<file path="src/rtl/uart_tx_fifo.sv">
// Buffered UART transmitter: byte FIFO in front of a start/data/parity/stop serialiser with its own baud divider.
// Latency: push into an empty FIFO while idle drives the start bit one edge later; tx_ready drops while the FIFO is full.
module uart_tx_fifo #(
  parameter int FIFO_DEPTH = 16,
  parameter int DIV_W      = 16
) (
  input  logic                         clk,
  input  logic                         reset,
  input  logic [DIV_W-1:0]             baud_div,
  input  logic [1:0]                   data_bits,
  input  logic [1:0]                   parity_mode,
  input  logic                         two_stop,
  input  logic                         tx_en,
  input  logic                         flush,
  input  logic [7:0]                   tx_data,
  input  logic                         tx_valid,
  output logic                         tx_ready,
  output logic                         txd,
  output logic                         busy,
  output logic                         frame_done,
  output logic [$clog2(FIFO_DEPTH):0]  fifo_count
);

  localparam int AW = $clog2(FIFO_DEPTH);
  localparam logic [AW:0] FULL_CNT = (AW+1)'(FIFO_DEPTH);

  typedef enum logic [2:0] {S_IDLE, S_START, S_DATA, S_PARITY, S_STOP} state_t;

  logic [7:0]    mem [FIFO_DEPTH];
  logic [AW-1:0] wr_ptr, rd_ptr;
  logic          push, pop;

  state_t     state, state_n;
  logic [DIV_W-1:0] baud_cnt, cnt_n, div_q;
  logic [1:0] dbits_q, pmode_q;
  logic       two_q;
  logic [7:0] data_q, data_mask;
  logic [2:0] bit_idx, bit_n, bit_inc, last_bit;
  logic       stop_idx, stop_n;
  logic       txd_n;
  logic       bit_end, start_ok, par_en, par_bit;

  assign tx_ready = (fifo_count != FULL_CNT);
  // flush wins over a simultaneous push: the incoming word is dropped
  assign push     = tx_valid && tx_ready && !flush;

  always_ff @(posedge clk) begin
    if (push) mem[wr_ptr] <= tx_data;
  end

  always_ff @(posedge clk or posedge reset) begin
    if (reset) begin
      wr_ptr     <= '0;
      rd_ptr     <= '0;
      fifo_count <= '0;
    end else if (flush) begin
      wr_ptr     <= '0;
      rd_ptr     <= '0;
      fifo_count <= '0;
    end else begin
      if (push) wr_ptr <= wr_ptr + AW'(1);
      if (pop)  rd_ptr <= rd_ptr + AW'(1);
      case ({push, pop})
        2'b10:   fifo_count <= fifo_count + (AW+1)'(1);
        2'b01:   fifo_count <= fifo_count - (AW+1)'(1);
        default: fifo_count <= fifo_count;
      endcase
    end
  end

  assign data_mask = 8'hFF >> (2'd3 - data_bits);
  assign bit_end   = (baud_cnt == '0);
  assign start_ok  = tx_en && (fifo_count != '0);
  assign par_en    = (pmode_q == 2'b01) || (pmode_q == 2'b10);
  assign par_bit   = (^data_q) ^ (pmode_q == 2'b10);
  assign last_bit  = 3'd4 + {1'b0, dbits_q};
  assign bit_inc   = bit_idx + 3'd1;
  assign busy      = (state != S_IDLE);

  always_ff @(posedge clk or posedge reset) begin
    if (reset) begin
      state    <= S_IDLE;
      baud_cnt <= '0;
      bit_idx  <= '0;
      stop_idx <= 1'b0;
      txd      <= 1'b1;
      div_q    <= '0;
      dbits_q  <= '0;
      pmode_q  <= '0;
      two_q    <= 1'b0;
      data_q   <= '0;
    end else begin
      state    <= state_n;
      baud_cnt <= cnt_n;
      bit_idx  <= bit_n;
      stop_idx <= stop_n;
      txd      <= txd_n;
      // frame configuration is frozen at pop time
      if (pop) begin
        div_q   <= baud_div;
        dbits_q <= data_bits;
        pmode_q <= parity_mode;
        two_q   <= two_stop;
        data_q  <= mem[rd_ptr] & data_mask;
      end
    end
  end

  always_comb begin
    state_n    = state;
    cnt_n      = baud_cnt;
    bit_n      = bit_idx;
    stop_n     = stop_idx;
    txd_n      = txd;
    pop        = 1'b0;
    frame_done = 1'b0;
    case (state)
      S_IDLE: begin
        txd_n = 1'b1;
        if (start_ok) begin
          pop     = 1'b1;
          state_n = S_START;
          cnt_n   = baud_div;
          txd_n   = 1'b0;
        end
      end
      S_START: begin
        if (bit_end) begin
          state_n = S_DATA;
          cnt_n   = div_q;
          bit_n   = 3'd0;
          txd_n   = data_q[0];
        end else begin
          cnt_n = baud_cnt - DIV_W'(1);
        end
      end
      S_DATA: begin
        if (bit_end) begin
          cnt_n = div_q;
          if (bit_idx == last_bit) begin
            if (par_en) begin
              state_n = S_PARITY;
              txd_n   = par_bit;
            end else begin
              state_n = S_STOP;
              stop_n  = 1'b0;
              txd_n   = 1'b1;
            end
          end else begin
            bit_n = bit_inc;
            txd_n = data_q[bit_inc];
          end
        end else begin
          cnt_n = baud_cnt - DIV_W'(1);
        end
      end
      S_PARITY: begin
        if (bit_end) begin
          state_n = S_STOP;
          stop_n  = 1'b0;
          cnt_n   = div_q;
          txd_n   = 1'b1;
        end else begin
          cnt_n = baud_cnt - DIV_W'(1);
        end
      end
      S_STOP: begin
        if (bit_end) begin
          if (two_q && !stop_idx) begin
            stop_n = 1'b1;
            cnt_n  = div_q;
          end else begin
            frame_done = 1'b1;
            // back-to-back: go straight to START without an idle cycle
            if (start_ok) begin
              pop     = 1'b1;
              state_n = S_START;
              cnt_n   = baud_div;
              txd_n   = 1'b0;
            end else begin
              state_n = S_IDLE;
              txd_n   = 1'b1;
            end
          end
        end else begin
          cnt_n = baud_cnt - DIV_W'(1);
        end
      end
      default: begin
        state_n = S_IDLE;
        txd_n   = 1'b1;
      end
    endcase
  end

endmodule
</file>
<file path="config.mk">
export PLATFORM = sky130hd
export DESIGN_NAME = uart_tx_fifo
export DESIGN_NICKNAME = d
export VERILOG_FILES = /design/src/rtl/uart_tx_fifo.sv
export SDC_FILE = /design/constraint.sdc
export NUM_CORES = 1
export LEC_CHECK = 0
export CORE_MARGIN = 5
export CORE_UTILIZATION = 30
export DETAILED_ROUTE_END_ITERATION = 12
export SYNTH_ARGS = -nofsm -noshare
export SYNTH_HDL_FRONTEND = slang
export SYNTH_SLANG_ARGS = --single-unit
</file>
<file path="constraint.sdc">
create_clock -name clk -period 4.75 [get_ports clk]
set_clock_uncertainty 0.15 [all_clocks]
set_input_delay 0.95 -clock clk [delete_from_list [all_inputs] [get_ports clk]]
set_output_delay 0.95 -clock clk [all_outputs]
set_load 0.02 [all_outputs]
</file>
Word-level counts from Yosys, hierarchy flattened:

Memories as Yosys holds them, arrays and structs flattened.
Cells that the tools add are included.

* bits in registers: 66
* memory bits (writable): 128
* bits of input ports: 34
* output and inout port bits: 9
* logic and storage cells: 121
* memories kept: 1

Memories
* mem: depth 16, bits a word 8, read ports 1, clocked after memory_dff 0, wr ports 1, line 29 `logic [7:0] mem [FIFO_DEPTH];`

* add/subtract/negate cells: 8
* $lt $le $gt $ge: 1
* equality and inequality tests: 20
* shift operators: 1
* mux-type cells: 52
* bitwise gates (word level): 2
* reductions and logical operators: 23

Operators with widths (count)
* 16-bit two-way mux: 4
* 16-bit case mux with 3 select lines: 1
* 3-bit two-way mux: 11
* 1-bit two-way mux: 24
* 2-bit != test, second input constant: 10
* 16-bit zero test: 1
* 4-bit two-way mux: 4
* 16-bit by 1-bit subtractor with 16-bit output, second input constant: 1
* 3-bit case mux with 5 select lines: 1
* 7-bit AND reduction: 2
* 3-bit nonzero test: 4
* 5-bit case mux with 2 select lines: 1
* 4-bit by 1-bit adder with 4-bit output, second input constant: 2
* 8-bit bitwise AND: 1
* 8-bit parity: 1
* 8-bit by 2-bit right shift with 8-bit output, first input constant: 1
* 3-bit by 2-bit == test with 1-bit output, second input constant: 2
* 3-bit case mux with 2 select lines: 1
* 2-bit nonzero test: 3
* 5-bit by 1-bit adder with 5-bit output, second input constant: 1
* 5-bit two-way mux: 1
* 5-bit != test, second input constant: 1
* 1-bit case mux with 5 select lines: 1
* 5-bit AND reduction: 1
* other kinds (21): 27

Logic depth before layout (Yosys ltp):

* depth after elaboration: 9
* depth in mapped cells: 14
* depth with buffers taken out: 13

Worst setup path before layout:

Ideal clock, no wire load.

* kind: register to register
* start: register fifo_count[1]
* end: register fifo_count[4]
* library setup time: 0.124 ns
* arrival time: 3.095 ns
* required time: 4.476 ns
* setup slack: 1.381 ns
* stages on the path, launching flop included: 12
* path buffers: 1
* clock period less this slack: 3.369 ns
* path through: dfrtp_1 > or4_1 > o21ai_1 > a2111o_1 > buf_2 > nor2_1 > xor2_1 > ha_1 > nor2_1 > o31ai_1 > a31o_1 > a211o_1

* word-level cells in the longest chain between the ends: 9
* elaborated cells between the ends (all ways): 16
* classes of those cells: 2 x add/sub; 3 x eq/ne; 6 x mux; 5 x reduce/logical

Ends and longest elaborated chain
* start, declared: line 21 `output logic [$clog2(FIFO_DEPTH):0] fifo_count`
* start signal, assigned: line 64 `2'b10: fifo_count <= fifo_count + (AW+1)'(1);`
* start signal, assigned: line 65 `2'b01: fifo_count <= fifo_count - (AW+1)'(1);`
* start signal, assigned: line 66 `default: fifo_count <= fifo_count;`
* 5-bit nonzero test: line 73 `assign start_ok = tx_en && (fifo_count != '0);`
* 1-bit logical AND: line 73
* 1-bit two-way mux: line 120, 175
* 1-bit two-way mux: line 169 `if (two_q && !stop_idx) begin`
* 1-bit two-way mux: line 168 `if (bit_end) begin`
* 1-bit case mux with 2 select lines: line 117 `case (state)`
* 2-bit by 1-bit == test with 1-bit output / 2-bit == test (equally long branches): line 63 `case ({push, pop})`
* 5-bit case mux with 2 select lines: line 63
* 5-bit two-way mux: line 56 `end else if (flush) begin`

Parallel ways exist; a longest one is shown, timed or not.
A chain may end at the register's enable or synchronous reset.

Worst setup path after layout:

* start: register baud_cnt[8]
* end: output frame_done

* word-level cells in the longest chain between the ends: 3

Ends and longest elaborated chain
* start, declared: line 34 `logic [DIV_W-1:0] baud_cnt, cnt_n, div_q;`
* start signal, assigned: line 94 `baud_cnt <= cnt_n;`
* 16-bit zero test: line 72 `assign bit_end = (baud_cnt == '0);`
* 1-bit two-way mux: line 168
* 1-bit two-way mux: line 117
* end, declared: line 20 `output logic frame_done,`

No other way between the ends.

==> impl_metrics.py <==
metrics = {
    "layout": {
        "fillCellCount": 2926,
        "fin_cells": 1132,
        "register_area_mm2": 0.005498,
        "diodes": 0,
        "layout-drive-gt1-share": 0.1078,
        "nets": 775,
        "syn_to_final_growth_pct": 16.05,
        "multiInputGateArea_mm2": 0.003297,
    },
    "synthesis": {
        "yosys_most_used_dff": "edfxtp_1",
        "yosysWarnings": 0,
        "synth_top_area_share": 0.4277,
        "syn_area_per_cell_um2": 13.08,
        "synth_nets": 732,
        "synth_edf_count": 128,
        "yosysTopAreaCell": "edfxtp_1",
        "synthesis.area_mm2": 0.008987,
        "netlist_top_cells_area": "edfxtp_1 43%, dfrtp_1 18%, mux4_2 6.0%",
        "yosys_register_bits": 194,
        "synth_cells": 687,
        "ys_seq_area_frac": 0.6116,
        "synth.distinct_cells": 67,
        "async_flop_share": 0.3402,
    },
    "timing": {
        "min_period_over_period": 0.8133,
        "max_freq_ghz": 0.2589,
        "rsz0062_at_grt": "false",
        "maxSlewHeadroom": 0.2945,
        "worst_slack_ps": 887.0,
        "setup_viol": 0,
        "setup_tns_ps": 0,
        "finalMaxSlewViolations": 0,
        "fin_crit_ps": 3863,
        "hold_violations": 0,
        "tightestPinTransition_ps": 1058,
    },
    "place": {
        "placed_cells": 1101,
        "portBuffers": 42,
        "dp_slack_ps": 971.1,
        "gp_congestion": 0.8265,
        "dp_hpwl_mm": 13.48,
    },
    "clocking": {
        "root_buffer": "clkbuf_16",
        "cts_resized": 0,
        "cts_tree": "yes",
        "postCtsSetupRepairBufs": 0,
        "h-tree-depth": 4,
        "clock_latency_ps": 440,
        "numCtsBuffers": 17,
        "cts.sinks": 194,
        "clk_pin_slew_ps": 70,
        "cts.hold.buffers_added": 0,
        "cts_max_path_buffers": 2,
    },
    "global_routing": {
        "globalRoute.totalOverflow": 0,
        "grt_pass1_wl_mm": 32.36,
        "antenna_found_initial": 0,
        "grtUsageTotal": 0.1228,
        "grt_pass1_vias": 5683,
        "grt_max_degree": 40,
    },
    "detailed_routing": {
        "vias": 5721,
        "avgRoutedWirePerCell_um": 17.86,
        "drc_errors": 0,
        "drt-initial-drc-count": 483,
        "first_pass_iters": 5,
        "ant_nets": 0,
        "routed_wl_mm": 20.22,
        "viasPerCell": 5.054,
    },
    "power": {
        "seqPwrFrac": 0.520,
        "combPwrFrac": 0.109,
        "switching_power_mw": 0.9906,
        "pwr-share-clk": 0.371,
        "power_density_mw_per_mm2": 362.9,
        "switching_share": 0.2617,
        "p_int_mw": 2.795,
        "leakage_nw": 3.735,
        "ir_worst_vdd_mv": 0.2490,
    },
    "critical_path": {
        "worstSetupPathType": "flop to primary output",
        "cp-end-kind": "primary output",
        "worstPathArrival_ps": 2760,
        "crit_path_start_kind": "flop",
        "critPathRequiredTime_ps": 3650,
        "path_max_fanout": 6,
    },
    "floorplanning": {
        "dieArea_mm2": 0.03352,
        "rows": 63,
        "die_y_um": 183.1,
        "core_area_mm2": 0.02964,
        "die_x_um": 183.1,
        "initial_core_util": 0.3032,
        "io_pins": 43,
    },
    "hold_path": {
        "hold_path.class": "flop to flop",
    },
    "outcome": {
        "status": "finished, final reports clean",
    },
    "job": {
        "cap_viol_max_count": 0,
    },
}
## per-layer routing
layer | wire (µm) | vias to the layer above | global-route usage | share of wire
met1 | 9520 | 2900 | 0.1679 | 0.47
li1 | - | 2693 | - | -
met2 | 9627 | 110 | 0.1987 | 0.48
met3 | 847 | 18 | 0.02935 | 0.042
met4 | 226 | 0 | 0.03010 | 0.011
met5 | 0 | - | 0 | 0
## metrics by stage
step / hold slack [ps] / power (mW) / instance area (µm²) / utilization
5_1_grt: 357.8 / 3.948 / 10430 / 0.3519
2_1_floorplan: 295.5 / 2.269 / 8987 / -
6_report: 327.4 / 3.785 / 10430 / 0.3519
4_1_cts: 331.3 / 3.825 / 10430 / 0.3519
3_5_place_dp: 314.2 / 2.414 / 9864 / 0.3328
3_3_place_gp: 312.6 / 2.409 / 9864 / 0.3328
## final timing paths
check                                  from             to  slack (ps)  cells past startpoint
worst max-delay path            baud_cnt[8]     frame_done         890                      4
worst min-delay path               div_q[9]       div_q[9]         330                      2
worst max register to register  baud_cnt[0]  fifo_count[4]        1230                     12
worst min register to register     div_q[9]       div_q[9]         330                      2
max in group asynchronous             reset            txd        2710                      3
min in group asynchronous             reset    baud_cnt[5]         780                      2
## cell usage after synthesis (all sizes together), types with 6 or more instances
| master | count |
|---|---|
| mux4 | 24 |
| a21oi | 14 |
| nand2b | 8 |
| and4 | 6 |
| o21ai | 25 |
| nand3 | 16 |
| nor4 | 7 |
| inv | 18 |
| ha | 11 |
| dfrtp | 65 |
| clkbuf | 18 |
| o221ai | 11 |
| a31oi | 7 |
| buf | 12 |
| a221oi | 6 |
| o31ai | 12 |
| and2 | 18 |
| a21boi | 8 |
| edfxtp | 128 |
| nor2 | 24 |
| nor3 | 12 |
| a22oi | 7 |
| xor2 | 6 |
| mux2i | 29 |
| xnor2 | 21 |
| nand2 | 101 |
## cell type report
type	instances	area share
clock buffer	17	0.04079
clock inverter	14	0.01344
inverter	19	0.006838
multi-input combinational	444	0.3161
sequential	194	0.5271
tap	390	0.04679
timing repair buffer	54	0.04894
## state kept, by name (all words and copies together) (netlist names), 4 cells and up
signal      cells
rd_ptr          4
data_q          8
baud_cnt       16
wr_ptr          4
mem           128
div_q          16
fifo_count      5
## worst max-delay path: stages, from the launching register on
cell,delay (ps)
dfrtp_1,470
nor4_1,700
nand4_1,240
nor3_1,280
clkdlybuf4s50_1,650
## power by group through the flow
stage	registers (mW)	logic [mW]	clock network [mW]
global route	1.98	0.460	1.51
finish	1.97	0.413	1.40
CTS	1.97	0.415	1.44
detailed placement	2.00	0.412	0
floorplan	1.98	0.292	0
global placement	2.00	0.406	0
## logic make-up after synthesis
family | count (synthesis) | share of synthesized area
AND/OR/NAND/NOR | 220 | 0.1228
flip-flops | 194 | 0.6116
AO/OA/AOI/OAI | 130 | 0.1050
multiplexers | 55 | 0.09495
buffers and inverters | 49 | 0.02158
XOR/XNOR | 28 | 0.02882
adder cells (fa/ha/maj) | 11 | 0.01531
## cells in the final DEF (no fill, tap or decap), types with 7 or more instances in the layout
master / synthesis / layout
mux2i_1: 29 / 29
a21oi_1: 14 / 14
dfrtp_1: 65 / 64
o31ai_1: 12 / 12
clkdlybuf4s50_1: 0 / 42
nand2b_1: 8 / 8
nand3_1: 16 / 16
o221ai_1: 11 / 11
nor2_1: 24 / 24
o21ai_0: 23 / 23
xnor2_1: 21 / 21
a31oi_1: 7 / 7
a22oi_1: 7 / 7
mux4_2: 24 / 24
nor3_1: 11 / 11
inv_1: 18 / 17
and2_1: 17 / 17
clkbuf_16: 0 / 17
nand2_1: 101 / 101
edfxtp_1: 128 / 128
ha_1: 11 / 11
buf_4: 0 / 12
Power figures use the tool's default switching activity.
